[config.mk]
export PLATFORM = sky130hd
export DESIGN_NAME = ste_dma_audio
export DESIGN_NICKNAME = d
export VERILOG_FILES = /design/src/rtl/dma_audio_pkg.sv /design/src/rtl/audio_fifo.sv /design/src/rtl/ste_dma_audio.sv
export SDC_FILE = /design/constraint.sdc
export NUM_CORES = 1
export LEC_CHECK = 0
export ABC_AREA = 1
export ABC_CLOCK_PERIOD_IN_PS = 3050
export BUFFER_PORTS_ARGS = -buffer_cell sky130_fd_sc_hd__buf_2
export CORE_MARGIN = 2
export CORE_UTILIZATION = 30
export DETAILED_ROUTE_END_ITERATION = 8
export SYNTH_ARGS = -nofsm -noshare
export SYNTH_HDL_FRONTEND = slang
export SYNTH_SLANG_ARGS = --single-unit
[constraint.sdc]
create_clock -name clk32 -period 3.05 [get_ports clk32]
set_clock_uncertainty 0.05 [all_clocks]
set_input_delay 0.1525 -clock clk32 [delete_from_list [all_inputs] [get_ports clk32]]
set_output_delay 0.1525 -clock clk32 [all_outputs]
set_load 0.02 [all_outputs]
[src/rtl/dma_audio_pkg.sv]
// -----------------------------------------------------------------------------
// dma_audio_pkg
// Shared constants and helpers for the STE/Falcon-class DMA sound engine.
//   RATE_*      : codes for mode[1:0] (playback rate select)
//   MODE_MONO   : mode bit index selecting 8-bit mono unpacking
//   MODE_W16    : mode bit index selecting 16-bit stereo unpacking
//   s8_to_out() : signed 8-bit sample -> left-justified 16-bit offset binary
// -----------------------------------------------------------------------------
package dma_audio_pkg;

  localparam logic [1:0] RATE_50K  = 2'b11;
  localparam logic [1:0] RATE_25K  = 2'b10;
  localparam logic [1:0] RATE_12K5 = 2'b01;
  localparam logic [1:0] RATE_6K25 = 2'b00;

  localparam int MODE_MONO = 2;
  localparam int MODE_W16  = 3;

  // Inverting the sign bit turns two's complement into offset binary; the
  // byte sits in the top half so callers can keep the top OUT_W bits.
  function automatic logic [15:0] s8_to_out(input logic [7:0] b);
    return {~b[7], b[6:0], 8'h00};
  endfunction

endpackage

[src/rtl/audio_fifo.sv]
// -----------------------------------------------------------------------------
// audio_fifo
// Count-based synchronous FIFO; all 2^ADDR_BITS entries are usable.
// Ports:
//   clk32, resb   : clock, asynchronous active-low reset
//   i_wr, i_wdata : write request and data (dropped when full and not popping)
//   i_pop         : number of words to pop this cycle (0..2, caller ensures
//                   that at least that many words are present)
//   i_flush       : clears pointers and count; a same-cycle write is discarded
//   o_rdata0/1    : head word and the word behind it (combinational reads)
//   o_level       : current word count
//   o_full        : level == depth
//   o_wr_drop     : a write was rejected because the FIFO was full
// -----------------------------------------------------------------------------
module audio_fifo #(
  parameter int ADDR_BITS = 3,
  parameter int DATA_W    = 16
) (
  input  logic                 clk32,
  input  logic                 resb,
  input  logic                 i_wr,
  input  logic [DATA_W-1:0]    i_wdata,
  input  logic [1:0]           i_pop,
  input  logic                 i_flush,
  output logic [DATA_W-1:0]    o_rdata0,
  output logic [DATA_W-1:0]    o_rdata1,
  output logic [ADDR_BITS:0]   o_level,
  output logic                 o_full,
  output logic                 o_wr_drop
);

  localparam int DEPTH = 1 << ADDR_BITS;
  localparam logic [ADDR_BITS:0] LVL_FULL = (ADDR_BITS+1)'(DEPTH);

  logic [DATA_W-1:0]    r_mem [DEPTH];
  logic [ADDR_BITS-1:0] r_wr_ptr;
  logic [ADDR_BITS-1:0] r_rd_ptr;
  logic [ADDR_BITS:0]   r_level;

  logic                 w_full;
  logic                 w_popping;
  logic                 w_wr_acc;
  logic [ADDR_BITS-1:0] w_rd_ptr1;

  assign w_full    = (r_level == LVL_FULL);
  assign w_popping = (i_pop != 2'd0);
  // A pop frees the head slot before the edge, so a full FIFO can still take
  // a word in the same cycle; when full, rd_ptr == wr_ptr and the read of the
  // head happens combinationally ahead of the overwrite.
  assign w_wr_acc  = i_wr & ~i_flush & (~w_full | w_popping);
  assign o_wr_drop = i_wr & ~i_flush & w_full & ~w_popping;
  assign w_rd_ptr1 = r_rd_ptr + ADDR_BITS'(1);

  // NOTE: sequential state uses non-blocking assignments so every register
  // samples pre-edge values and simulation order cannot change the result.
  always_ff @(posedge clk32 or negedge resb) begin
    if (!resb) begin
      r_wr_ptr <= '0;
      r_rd_ptr <= '0;
      r_level  <= '0;
    end else if (i_flush) begin
      r_wr_ptr <= '0;
      r_rd_ptr <= '0;
      r_level  <= '0;
    end else begin
      if (w_wr_acc) r_wr_ptr <= r_wr_ptr + ADDR_BITS'(1);
      r_rd_ptr <= r_rd_ptr + ADDR_BITS'(i_pop);
      r_level  <= r_level + (ADDR_BITS+1)'(w_wr_acc) - (ADDR_BITS+1)'(i_pop);
    end
  end

  // NOTE: the storage array has no reset; pointers and count define which
  // entries are valid, and leaving it unreset lets it map onto plain RAM.
  always_ff @(posedge clk32) begin
    if (w_wr_acc) r_mem[r_wr_ptr] <= i_wdata;
  end

  assign o_rdata0 = r_mem[r_rd_ptr];
  assign o_rdata1 = r_mem[w_rd_ptr1];
  assign o_level  = r_level;
  assign o_full   = w_full;

endmodule

[src/rtl/ste_dma_audio.sv]
// -----------------------------------------------------------------------------
// ste_dma_audio
// DMA sound playback engine: 16-bit words strobed in by SLOAD_N are buffered
// in audio_fifo and played out at a selectable rate as offset-binary samples.
// Optional feature macro: DMA_AUDIO_16BIT_EN (enables mode[3] 16-bit stereo;
// when undefined mode[3] is ignored and at most one word is popped per tick).
// Ports:
//   clk32, resb              : clock, asynchronous active-low reset
//   mode[3:0]                : [1:0] rate, [2] 8-bit mono, [3] 16-bit stereo
//   flush                    : synchronous FIFO and byte-select clear
//   clr_status               : clears sticky ovf/udf (set events win)
//   SLOAD_N, MDIN            : load strobe (falling edge writes) and data
//   SREQ                     : high while the FIFO is not full
//   audio_left, audio_right  : offset-binary samples, midscale after reset
//   samp_stb                 : one-cycle pulse when the outputs update
//   level                    : FIFO word count
//   ovf, udf                 : sticky overflow / underrun flags
// -----------------------------------------------------------------------------
module ste_dma_audio
  import dma_audio_pkg::*;
#(
  parameter int FIFO_ADDR_BITS = 3,
  parameter int OUT_W          = 8,
  parameter int CLK_DIV        = 640
) (
  input  logic                      clk32,
  input  logic                      resb,
  input  logic [3:0]                mode,
  input  logic                      flush,
  input  logic                      clr_status,
  input  logic                      SLOAD_N,
  input  logic [15:0]               MDIN,
  output logic                      SREQ,
  output logic [OUT_W-1:0]          audio_left,
  output logic [OUT_W-1:0]          audio_right,
  output logic                      samp_stb,
  output logic [FIFO_ADDR_BITS:0]   level,
  output logic                      ovf,
  output logic                      udf
);

  localparam int DIV_W = (CLK_DIV > 1) ? $clog2(CLK_DIV) : 1;
  localparam logic [OUT_W-1:0] MIDSCALE = OUT_W'(1) << (OUT_W - 1);

  // ---------------------------------------------------------------- write path
  logic                    r_sload_d;
  logic                    w_wr;
  logic [1:0]              w_pop;
  logic [15:0]             w_rd0;
  logic [15:0]             w_rd1;
  logic                    w_full;
  logic                    w_wr_drop;

  assign w_wr = r_sload_d & ~SLOAD_N;

  audio_fifo #(
    .ADDR_BITS (FIFO_ADDR_BITS),
    .DATA_W    (16)
  ) u_fifo (
    .clk32     (clk32),
    .resb      (resb),
    .i_wr      (w_wr),
    .i_wdata   (MDIN),
    .i_pop     (w_pop),
    .i_flush   (flush),
    .o_rdata0  (w_rd0),
    .o_rdata1  (w_rd1),
    .o_level   (level),
    .o_full    (w_full),
    .o_wr_drop (w_wr_drop)
  );

  assign SREQ = ~w_full;

  // ------------------------------------------------------------ rate generator
  logic [DIV_W-1:0] r_base;
  logic [2:0]       r_pre;
  logic             w_btick;
  logic             w_rate_hit;
  logic             w_stick;

  assign w_btick = (r_base == DIV_W'(CLK_DIV - 1));

  // Rate is decoded from the live mode bits, so a change lands on the next
  // tick boundary and never cuts a period short.
  always_comb begin
    w_rate_hit = 1'b0;
    unique case (mode[1:0])
      RATE_50K:  w_rate_hit = 1'b1;
      RATE_25K:  w_rate_hit = ~r_pre[0];
      RATE_12K5: w_rate_hit = (r_pre[1:0] == 2'd0);
      RATE_6K25: w_rate_hit = (r_pre == 3'd0);
    endcase
  end

  assign w_stick = w_btick & w_rate_hit;

  // ------------------------------------------------------------------ unpacker
  logic                    w_w16;
  logic [1:0]              w_mode_bits;
  logic [1:0]              r_mode_bits;
  logic                    w_mode_chg;
  logic                    r_bytesel;
  logic                    w_bytesel_nxt;
  logic [OUT_W-1:0]        r_left;
  logic [OUT_W-1:0]        r_right;
  logic [OUT_W-1:0]        w_left_nxt;
  logic [OUT_W-1:0]        w_right_nxt;
  logic                    r_stb;
  logic                    w_stb_nxt;
  logic                    w_udf_set;
  logic [15:0]             w_hi_out;
  logic [15:0]             w_lo_out;
  logic [15:0]             w_mono_out;

`ifdef DMA_AUDIO_16BIT_EN
  logic [15:0] w_l16_out;
  logic [15:0] w_r16_out;
  assign w_w16     = mode[MODE_W16];
  assign w_l16_out = w_rd0 ^ 16'h8000;
  assign w_r16_out = w_rd1 ^ 16'h8000;
`else
  logic w_unused_bits;
  assign w_w16         = 1'b0;
  assign w_unused_bits = ^{mode[MODE_W16], w_rd1};
`endif

  assign w_mode_bits = {w_w16, mode[MODE_MONO]};
  assign w_mode_chg  = (w_mode_bits != r_mode_bits);
  assign w_hi_out    = s8_to_out(w_rd0[15:8]);
  assign w_lo_out    = s8_to_out(w_rd0[7:0]);
  assign w_mono_out  = r_bytesel ? w_lo_out : w_hi_out;

  // NOTE: every signal assigned here gets a default first, so no path can
  // leave one unassigned and infer a latch.
  always_comb begin
    w_pop         = 2'd0;
    w_stb_nxt     = 1'b0;
    w_udf_set     = 1'b0;
    w_left_nxt    = r_left;
    w_right_nxt   = r_right;
    w_bytesel_nxt = r_bytesel;

    // Flush holds outputs and flags, so a coincident tick is ignored.
    if (w_stick && !flush) begin
`ifdef DMA_AUDIO_16BIT_EN
      if (w_w16) begin
        // A lone word stays queued until its right-channel partner arrives.
        if (level >= (FIFO_ADDR_BITS+1)'(2)) begin
          w_left_nxt  = w_l16_out[15 -: OUT_W];
          w_right_nxt = w_r16_out[15 -: OUT_W];
          w_pop       = 2'd2;
          w_stb_nxt   = 1'b1;
        end else begin
          w_udf_set   = 1'b1;
        end
      end else
`endif
      if (level == '0) begin
        w_udf_set = 1'b1;
      end else if (mode[MODE_MONO]) begin
        w_left_nxt    = w_mono_out[15 -: OUT_W];
        w_right_nxt   = w_mono_out[15 -: OUT_W];
        w_pop         = {1'b0, r_bytesel};
        w_bytesel_nxt = ~r_bytesel;
        w_stb_nxt     = 1'b1;
      end else begin
        w_left_nxt  = w_hi_out[15 -: OUT_W];
        w_right_nxt = w_lo_out[15 -: OUT_W];
        w_pop       = 2'd1;
        w_stb_nxt   = 1'b1;
      end
    end

    if (flush || w_mode_chg) w_bytesel_nxt = 1'b0;
  end

  // ------------------------------------------------------------- state update
  always_ff @(posedge clk32 or negedge resb) begin
    if (!resb) begin
      r_sload_d   <= 1'b1;
      r_base      <= '0;
      r_pre       <= '0;
      r_mode_bits <= '0;
      r_bytesel   <= 1'b0;
      r_left      <= MIDSCALE;
      r_right     <= MIDSCALE;
      r_stb       <= 1'b0;
      ovf         <= 1'b0;
      udf         <= 1'b0;
    end else begin
      r_sload_d   <= SLOAD_N;
      r_base      <= w_btick ? '0 : r_base + DIV_W'(1);
      if (w_btick) r_pre <= r_pre + 3'd1;
      r_mode_bits <= w_mode_bits;
      r_bytesel   <= w_bytesel_nxt;
      r_left      <= w_left_nxt;
      r_right     <= w_right_nxt;
      r_stb       <= w_stb_nxt;
      if (w_wr_drop)       ovf <= 1'b1;
      else if (clr_status) ovf <= 1'b0;
      if (w_udf_set)       udf <= 1'b1;
      else if (clr_status) udf <= 1'b0;
    end
  end

  assign audio_left  = r_left;
  assign audio_right = r_right;
  assign samp_stb    = r_stb;

endmodule

* Word-level counts from Yosys, hierarchy flattened *
Memory sizes are Yosys's and may differ from the RTL's.
Cells that the tools add are included.

operators by class
  eq/ne operators = 7
  bitwise logic cells = 16
  reduce and logical (&&, ||, !) cells = 15
  $add $sub $neg = 6
  mux-type cells = 25

operators with widths
  operator               count
  $mux 1                 16
  $mux 16                1
  $mux 8                 2
  $reduce_bool 2->1      6
  $add 10x1->10 const B  1
  $eq 10x10->1 const B   1
  $mux 10                1
  $mux 3                 3
  $not 1->1              9
  $add 3x1->3 const B    2
  $and 1x1->1            6
  $add 4x1->4            1
  $eq 2x2->1 const B     2
  $eq 4x4->1 const B     1
  $logic_not 2->1        2
  $logic_not 4->1        1
  $mux 4                 1
  $pmux 1 s4             1
  $sub 4x1->4            1
  $add 3x1->3            1
  $logic_not 3->1        1
  $reduce_and 3->1       1
  $eq 2x1->1 const B     1
  $ne 2x1->1 const B     1
  6 further kinds        6

storage, ports and cells
  input bits = 25
  output and inout port bits = 24
  register bits after elaboration = 45
  memories = 1
  word-level logic and storage cells = 83
  RAM bits = 128

memory list
  name          depth  width  read ports  clocked after memory_dff  wr ports  RTL line          text
  u_fifo.r_mem  8      16     1           0                         1         audio_fifo.sv:35  logic [DATA_W-1:0] r_mem [DEPTH];

* Logic depth before layout (Yosys ltp) *
Gate-level depths: netlist (run 1).

  word-level depth = 11
  mapped depth = 15
  mapped depth without buffers = 15

* By module *
From an unflattened synthesis (run 1), not the netlist that was laid out.

unflattened totals
  cells, all modules = 1149
  area total of the unflattened synthesis = 9371.5 um^2

by module, submodules not included
  module         times used  sequential area each (um^2)  area each (um^2)  cells an instance
  audio_fifo     1           4093.9                       7554.7            932
  ste_dma_audio  1           879.6                        1816.7            217

* Worst setup path before layout (run 1) *
OpenSTA, ideal clock, no wires.

  path kind = reg2reg
  from = register u_fifo.r_level[2] (netlist: u_fifo.o_level[2])
  to = memory u_fifo.r_mem[0][0], enable pin
  stages on the path, launching flop included = 9
  library setup time = 388 ps
  data required time = 2612 ps
  path buffers = 0
  data arrival time = 2083 ps
  clock period less this slack = 2522 ps
  path slack = 528 ps
  cells stage by stage = dfrtp_1 inv_1 ha_1 nor3b_1 nor2_1 nand3_4 nand2_8 nand3_4 nor2_1

on the way
  longest elaborated chain between the ends = 8
  elaborated cells on any way between the ends = 10
  classes of those cells = eq/ne (1); mux (4); bitwise (3); reduce/logical (2)

RTL lines
  item                            RTL line              text
  start: declaration              audio_fifo.sv:38      logic [ADDR_BITS:0] r_level;
  start signal: assignment        audio_fifo.sv:68      r_level <= r_level + (ADDR_BITS+1)'(w_wr_acc) - (ADDR_BITS+1)'(i_pop);
  $logic_not 4->1                 ste_dma_audio.sv:159  if (level == '0) begin
  $mux 1                          ste_dma_audio.sv:159
  $mux 1                          ste_dma_audio.sv:145  if (w_stick && !flush) begin
  $reduce_bool 2->1               audio_fifo.sv:46      assign w_popping = (i_pop != 2'd0);
  $or 1x1->1 *                    audio_fifo.sv:50      assign w_wr_acc = i_wr & ~i_flush & (~w_full | w_popping);
  $and 1x1->1 *                   audio_fifo.sv:50
  $mux 1 *                        audio_fifo.sv:75      if (w_wr_acc) r_mem[r_wr_ptr] <= i_wdata;
  $mux 1 (not written as such) *  audio_fifo.sv:75
  end: declaration                audio_fifo.sv:35

Mark *: on every way between the ends. The rest lies on a longest branch, timed or not.

* Worst setup path after layout (run 1) *
  from = register u_fifo.r_level[2] (netlist: u_fifo.o_level[2])
  to = register u_fifo.r_level[2] (netlist: u_fifo.o_level[2])

on the way
  longest elaborated chain between the ends = 9
  elaborated cells on any way between the ends = 11
  classes of those cells = add/sub (2); eq/ne (1); mux (3); bitwise (3); reduce/logical (2)

RTL lines
  item               RTL line              text
  $logic_not 4->1    ste_dma_audio.sv:159
  $mux 1             ste_dma_audio.sv:159
  $mux 1             ste_dma_audio.sv:145
  $reduce_bool 2->1  audio_fifo.sv:46
  $or 1x1->1         audio_fifo.sv:50
  $and 1x1->1        audio_fifo.sv:50
  $add 4x1->4        audio_fifo.sv:68
  $sub 4x1->4 *      audio_fifo.sv:68
  $mux 4 *           audio_fifo.sv:61      end else if (i_flush) begin

Marked as above.
A chain may end at the register's enable or synchronous reset.

==> results_dict.tcl, run 1 <==
set metrics [dict create \
    worst_setup_path_start_kind "register" \
    fin_area_mm2 0.00891 \
    yosys.area.top_type_share_pct 51.5 \
    cts_buffers 17 \
    slew_headroom_pct 51.4 \
    initial_core_util_pct 30.6 \
    io_pins 49 \
    ys.warnings.count 0 \
    vdd_ir_drop_max_uv 352 \
    ctsResizeCount 0 \
    wl_per_cell_um 14.3 \
    max_freq_mhz 403 \
    clk_pin_slew_ns 0.06 \
    setup_tns_ns 0 \
    gp_congestion 0.763 \
    cts_buffer_depth 2 \
    yosysUniqueCellTypes 37 \
    h-tree-depth 4 \
    grt_max_degree 66 \
    netlist_instances 678 \
    ant_nets 0 \
    p_int_mw 3.99 \
    worstMarginPinSlew_ns 0.729 \
    hold_ws_ns 0.234 \
    clock_latency_ns 0.43 \
    synth.cell_area_mm2 0.00747 \
    synth_area_per_cell_um2 11.0 \
    rsz0062_at_grt "no" \
    gr-total-overflow 0 \
    fin_crit_ns 2.48 \
    drc 0 \
    diodes 0 \
    finalWirelength_mm 15.6 \
    power_density_mw_per_mm2 562 \
    comb_power_share_pct 3.8 \
    switchingPower_mw 1.02 \
    synth.area.top_cells "edfxtp_1 (51%), dfrtp_1 (14%), nor2_1 (7.4%)" \
    seqPwrFrac_pct 51.1 \
    cts_root_buffer "clkbuf_16" \
    pre_cts_ws_ns 0.543 \
    cp_max_fo 4 \
    die_w_um 162 \
    synth_seq_cells 173 \
    timing.final.crit_share_pct 81.4 \
    synth_top_area_cell "edfxtp_1" \
    layout_setup_ws_ns 0.567 \
    cts_tree "built" \
    setup-violations-final 0 \
    grt_pass1_wl_mm 24.6 \
    firstDrtPassIters 5 \
    drive_above_1_share_pct 16.7 \
    clock_sinks 173 \
    rows 57 \
    cp.required_ns 3.32 \
    clkPwrFrac_pct 45.1 \
    end_kind "register" \
    die_y_um 162 \
    swShare_pct 20.3 \
    arrival_ns 2.75 \
    die_area_mm2 0.0262 \
    viasPerCell 4.38 \
    grt_pass1_vias 4602 \
    ys_seq_area_share_pct 66.6 \
    groute.usage.overall_pct 12.5 \
    leakage_nw 3.62 \
    synth_fp_nets 714 \
    cap_violations 0 \
    worstHoldPathType "in2reg" \
    areaGrowthSynthToFinish_pct 19.3 \
    fin_nets 790 \
    critPathKind "reg2reg" \
    placed_area_mm2 0.00808 \
    vias 4780 \
    dp_hpwl_mm 9.52 \
    status "finished clean" \
    drt_iter0_drc 279 \
    portBuffers 47 \
    core-area_mm2 0.0244 \
    hold_viol_final 0 \
    drv_slew 0 \
    antenna_found_initial 0 \
]
worst max-delay path, cell delays in order, from the launching register on:
cell and delay (ns):
dfrtp_1 0.38, inv_1 0.11, ha_1 0.16, nor3b_1 0.32, nor2_1 0.12, nand3_4 0.14, inv_1 0.07, nand2_1 0.12
nand2_1 0.08, ha_1 0.23, fa_1 0.38, xnor2_1 0.16, nor2_1 0.06
synth_stat cells (all sizes together):
master,count
o21ai,70
nand2,122
edfxtp,128
nand3b,1
xnor2,3
ha,10
clkbuf,9
nor3b,1
o22ai,1
a21oi,5
xor2,8
nor2,153
nor3,6
clkinv,1
inv,37
dfstp,3
nand3,57
nand4,1
or2,1
buf,18
fa,1
dfrtp,42
what timing repair did:
| item | in CTS | in global routing |
|---|---|---|
| endpoints found under the hold margin | 165 | 0 |
| hold buffers | 21 | 0 |
| setup buffers | 0 | 0 |
cell usage in the layout, fill, tap and decap left out, drive strengths merged, types with 5 or more instances in the layout:
cell type    count
clkbuf          18
nor2           153
dfrtp           42
inv             40
a21oi            5
edfxtp         128
nor3             6
clkinv           5
xor2             8
dlygate4sd3     21
ha              10
o21ai           70
buf             63
nand3           57
nand2          122
sequential cells by signal (all words and copies together) (netlist names):
| register | flops |
|---|---|
| r_pre | 3 |
| u_fifo.r_mem | 128 |
| r_bytesel | 1 |
| r_mode_bits | 1 |
| r_sload_d | 1 |
| u_fifo.o_level | 4 |
| u_fifo.r_wr_ptr | 3 |
| r_base | 10 |
| u_fifo.r_rd_ptr | 3 |
| audio_left | 8 |
| ovf | 1 |
| samp_stb | 1 |
| audio_right | 8 |
| udf | 1 |
power groups by stage:
stage                     Combinational, mW  Sequential, mW  Clock [mW]
after global routing                  0.214            2.56        2.40
after floorplan                      0.0849            2.62           0
final                                 0.190            2.56        2.26
after global placement                0.168            2.61           0
after detailed placement              0.170            2.61           0
after CTS                             0.194            2.56        2.29
through the flow:
| stage | cells | util [%] | power (mW) |
|---|---|---|---|
| 2_1_floorplan | 678 | - | 2.70 |
| 3_3_place_gp | 1038 | 33.1 | 2.78 |
| 3_5_place_dp | 1038 | 33.1 | 2.78 |
| 4_1_cts | 1091 | 36.5 | 5.05 |
| 5_1_grt | 1091 | 36.5 | 5.18 |
| 6_report | 1091 | 36.5 | 5.01 |
worst paths after layout:
kind	start	to	slack [ns]	cells past startpoint
worst max-delay path	u_fifo.o_level[2]	u_fifo.o_level[2]	0.57	12
worst min-delay path	mode[1]	udf	0.23	7
worst max register to register	u_fifo.o_level[2]	u_fifo.o_level[2]	0.57	12
worst min register to register	audio_left[7]	audio_left[7]	0.42	2
max in group asynchronous	resb	u_fifo.o_level[1]	2.00	3
min in group asynchronous	resb	audio_left[0]	0.27	2
area by class of cell:
cell class | instances | area [um^2]
repair buffers | 84 | 566
clock inverters | 14 | 189
flip-flops and latches | 173 | 4970
fillers | 2412 | 15500
multi-input cells | 440 | 2190
inverters | 38 | 148
well taps | 324 | 405
clock buffers | 18 | 429
per-layer routing:
layer | GRT usage, % | share of wire (%)
met1 | 16.2 | 46
met2 | 20.7 | 47
met3 | 3.12 | 5.3
met4 | 4.26 | 1.3
met5 | 0 | 0
cells by family after synthesis:
logic type | share of synthesized area [%]
AOI/OAI and AO/OA | 5.11
xor gates and xnor gates | 1.29
adders and majority gates | 1.94
buffers and inverters | 3.99
DFF | 66.6
and+or+nand+nor | 21.0
Note: power is estimated with default switching activity, not from simulation.
==> run 2: changes to the inputs <==
ABC_CLOCK_PERIOD_IN_PS = 2280   (was 3050)
clock period = 2.28 ns   (was 3.05 ns; I/O delays follow)
==> run 2 against run 1 <==
Net effect: design area grew 3.6%; maximum frequency grew 9.9%; sequential share of layout area shrank 1.9 points; total power grew 30%; utilization grew 1.3 points; clock-buffer cell count is the same; critical endpoint is now u_fifo.r_mem[1][4]; critical path type unchanged; global-route usage grew 1.3 points; largest power group unchanged; register-to-register slack lost 0.55 ns.
==> results_dict.tcl, run 2 (synthesis results as in run 1) <==
set metrics [dict create \
    status "finished clean" \
    worstHoldPathType "in2async" \
    cp.required_ns 2.38 \
    clock_latency_ns 0.43 \
    die_y_um 162 \
    setup_tns_ns 0 \
    dp_hpwl_mm 11.3 \
    cts_buffer_depth 2 \
    core-area_mm2 0.0244 \
    fin_util_pct 37.8 \
    grt_max_degree 49 \
    r2r_start "r_pre[1]" \
    placed_area_mm2 0.00827 \
    worstMarginPinSlew_ns 0.529 \
    die_w_um 162 \
    firstDrtPassIters 5 \
    slew_headroom_pct 64.7 \
    fin_nets 814 \
    leakage_nw 3.76 \
    critPathKind "reg2reg" \
    top_register "u_fifo.r_mem" \
    fin_crit_ns 2.26 \
    drt_iter0_drc 494 \
    io_pins 49 \
    p_total_mw 6.51 \
    layout_commonest_cell "nor2_1" \
    gp_congestion 0.757 \
    drc 0 \
    cts_root_buffer "clkbuf_16" \
    rsz0062_at_grt "yes" \
    clk_pin_slew_ns 0.07 \
    rows 57 \
    reg_top3 "u_fifo.r_mem (128), r_base (10)" \
    hold_ws_ns 0.138 \
    pre_cts_ws_ns -0.0366 \
    fin_cells 1114 \
    timing.final.crit_share_pct 99.1 \
    ant_nets 0 \
    h-tree-depth 4 \
    power_density_mw_per_mm2 706 \
    drv_slew 0 \
    crit_path_start "r_pre[1]" \
    layout_setup_ws_ns 0.0205 \
    grt_pass1_vias 5021 \
    diodes 0 \
    end_kind "register" \
    cap_violations 0 \
    setup-violations-final 0 \
    finalWirelength_mm 17.4 \
    portBuffers 47 \
    vias 5050 \
    antenna_found_initial 0 \
    die_area_mm2 0.0262 \
    grt_pass1_wl_mm 27.4 \
    initial_core_util_pct 30.6 \
    wl_per_cell_um 15.6 \
    areaGrowthSynthToFinish_pct 23.6 \
    hold_viol_final 0 \
    fin_area_mm2 0.00923 \
    largest_reg_flops 128 \
    final_cell_mix "nor2_1 (147), edfxtp_1 (128), nand2_1 (112)" \
    cts_tree "built" \
    drive_above_1_share_pct 20.9 \
    viasPerCell 4.53 \
    cp_max_fo 5 \
    dp_cells 1054 \
    groute.usage.overall_pct 13.8 \
    vdd_ir_drop_max_uv 434 \
    clock_sinks 173 \
    gr-total-overflow 0 \
    arrival_ns 2.36 \
    max_freq_mhz 443 \
    cts_buffers 17 \
    worst_setup_path_start_kind "register" \
]
run 2: worst paths after layout:
path                                      end  slack (ns)  cells past startpoint
hold / removal                  audio_left[1]        0.14                      2
setup / recovery           u_fifo.r_mem[1][4]        0.02                     13
hold reg to reg                audio_right[7]        0.43                      2
max in group asynchronous           r_sload_d        1.34                      3
setup reg to reg           u_fifo.r_mem[1][4]        0.02                     13
min in group clk32                        udf        0.24                      7
run 2: layer usage:
| layer | GRT usage (%) | wire length, um |
|---|---|---|
| met1 | 18.8 | 8260 |
| met2 | 22.1 | 8090 |
| met3 | 3.45 | 857 |
| met4 | 3.94 | 209 |
| met5 | 0 | 0 |
run 2: repair_timing:
item                                    CTS  global route
setup buffers                             0             7
pin swaps                                 0            18
hold buffers                             20             1
cloned                                    0             1
gates resized for setup                   3            33
endpoints found under the setup margin   10            85
hold endpoints to repair                158             5
run 2: critical path, cell delays in order, from the launching register on:
cell and delay [ns]:
dfrtp_1 0.39, inv_2 0.08, ha_4 0.13, inv_2 0.03
nor2_2 0.09, nand2_1 0.09, a21oi_2 0.19, nand3_4 0.14
nand2_8 0.13, nand2_8 0.06, buf_8 0.14, nor3_4 0.16
buf_6 0.16, buf_6 0.14
run 2: power breakdown:
part	internal, mW	switching [mW]	total, mW
registers	3.42	0.0117	3.43
logic	0.107	0.191	0.298
clock network	1.59	1.19	2.78
run 2: cell type report:
type,count,area [um^2]
Fill cell,2401,15200
Sequential cell,173,4970
Multi-Input combinational cell,440,2280
Timing Repair Buffer,108,866
Clock buffer,18,429
Tap cell,324,405
Inverter,38,148
Clock inverter,13,124
==> run 3: changes to the inputs <==
CORE_ASPECT_RATIO = 0.9   (was default)
PLACE_DENSITY = 0.43   (was default)
SETUP_SLACK_MARGIN = 0.3   (was default)
==> run 3 against run 2 <==
Net effect: worst hold slack improved by 0.0025 ns; critical path depth stayed put; sequential power barely moved; register-to-register slack about the same; combinational power is 5% higher; utilization is 0.99 points higher; clock-buffer cell count is 1 lower; via count fell by 3.4%; sequential share of layout area down 1.2 points; design area rose by 2.3%.
==> results_dict.tcl, run 3 (synthesis results as in run 1) <==
set metrics [dict create \
    drv_slew 0 \
    drt_iter0_drc 366 \
    viasPerCell 4.44 \
    power_density_mw_per_mm2 726 \
    grt_pass1_wl_mm 27.9 \
    dp_hpwl_mm 10.8 \
    clk_pin_slew_ns 0.07 \
    cts_root_buffer "clkbuf_16" \
    slowest_delay_ns 0.39 \
    grt_pass1_vias 4977 \
    max_freq_mhz 445 \
    finalWirelength_mm 17.6 \
    hold_viol_final 0 \
    crit_slowest_cell "dfrtp_1" \
    wl_per_cell_um 16.0 \
    drc 0 \
    worstMarginPinSlew_ns 0.521 \
    groute.usage.overall_pct 14.2 \
    critPathKind "reg2reg" \
    core-area_mm2 0.0243 \
    p_total_mw 6.85 \
    end_kind "register" \
    die_w_um 170 \
    gp_congestion 0.729 \
    antenna_found_initial 0 \
    diodes 0 \
    rsz0062_at_grt "yes" \
    vias 4878 \
    final_cell_mix "nor2_1 (142), edfxtp_1 (128), nand2_1 (112)" \
    top_register "u_fifo.r_mem" \
    die_y_um 154 \
    clock_sinks 173 \
    crit_chain "inv_2, ha_4, inv_2, nor2_1, nand2_1, a21oi_2, nand3_4, nand2_8, nand2_8, buf_12, nor3_4, buf_12, clkbuf_16" \
    portBuffers 47 \
    largest_reg_flops 128 \
    h-tree-depth 4 \
    worstHoldPathType "in2async" \
    status "finished clean" \
    ant_nets 0 \
    rows 54 \
    grt_max_degree 66 \
    areaGrowthSynthToFinish_pct 26.4 \
    cts_buffers 17 \
    worst_setup_path_start_kind "register" \
    hold_ws_ns 0.141 \
    firstDrtPassIters 5 \
    r2r_start "r_pre[1]" \
    arrival_ns 2.34 \
    cp_max_fo 8 \
    cp.required_ns 2.37 \
    reg_top3 "u_fifo.r_mem (128), r_base (10)" \
    die_area_mm2 0.0262 \
    r2r_cells 13 \
    layout_commonest_cell "nor2_1" \
    clock_latency_ns 0.43 \
    drive_above_1_share_pct 22.8 \
    initial_core_util_pct 30.7 \
    timing.rr.end "u_fifo.r_mem[5][1]" \
    cap_violations 0 \
    worst-path-buf-inv 5 \
    fin_crit_ns 2.25 \
    timing.final.crit_share_pct 98.5 \
    crit_family "simple AND/OR/NAND/NOR gates" \
    leakage_nw 3.84 \
    r2r_slack_ns 0.03 \
    cts_buffer_depth 2 \
    cts_tree "built" \
    vdd_ir_drop_max_uv 486 \
    fin_util_pct 38.8 \
    slew_headroom_pct 65.2 \
    gr-total-overflow 0 \
    io_pins 49 \
    setup-violations-final 0 \
    fin_nets 813 \
]
[run 3: cell count changes in the layout (fill, tap and decap cells not counted), sizes merged]
cell	previous run	this run
inv	38	44
clkinv	8	3
bufinv	2	4
buf	87	85
clkinvlp	3	2
[run 3: final cells by class]
cell class / instances / area [um^2]
fillers: 2353 / 14900
clock buffers: 17 / 425
clock inverters: 15 / 206
flip-flops and latches: 173 / 4980
repair buffers: 107 / 958
multi-input cells: 440 / 2330
inverters: 38 / 155
well taps: 308 / 385
[run 3: timing repair]
item	4_1_cts	5_1_grt
resized for setup	9	17
hold buffers	21	0
endpoints found under the hold margin	158	0
setup buffers	6	5
endpoints found under the setup margin	132	142
pin swaps	7	4
cloned	1	1
[run 3: report_power, final]
| part | total [mW] | internal [mW] | switching [mW] |
|---|---|---|---|
| Combinational | 0.313 | 0.125 | 0.188 |
| Sequential | 3.43 | 3.42 | 0.0121 |
| Clock | 3.11 | 1.86 | 1.25 |
[run 3: worst max path at each step]
stage               startpoint                 end  slack, ns  depth (start not counted)
floorplan            r_base[0]  u_fifo.r_mem[1][0]       0.09                          9
global placement      r_pre[1]   u_fifo.o_level[1]       0.03                         14
detailed placement    r_pre[1]   u_fifo.o_level[1]      -0.03                         14
CTS                   r_pre[1]  u_fifo.r_mem[5][9]       0.06                         12
global route          r_pre[1]  u_fifo.r_mem[5][4]      -0.05                         13
finish                r_pre[1]  u_fifo.r_mem[5][1]       0.03                         13
[run 3: per-stage QoR]
stage / setup slack, ns / setup TNS [ns] / cell area [um^2] / std cells
after CTS: 0.0611 / 0 / 9310 / 1092
after detailed placement: -0.0287 / -0.0409 / 8340 / 1032
final: 0.0350 / 0 / 9440 / 1098
after floorplan: 0.0946 / 0 / 7550 / 678
after global placement: 0.0313 / 0 / 8340 / 1032
after global routing: -0.0457 / -0.586 / 9440 / 1098
[run 3: per-layer routing]
metal  GRT usage [%]  vias up  part of all wire (%)
met5               0        -                     0
met4            5.25        0                   1.4
met3            2.70       17                   3.1
met2            22.7       73                    49
met1            19.3     2311                    47
li1                -     2477                     -
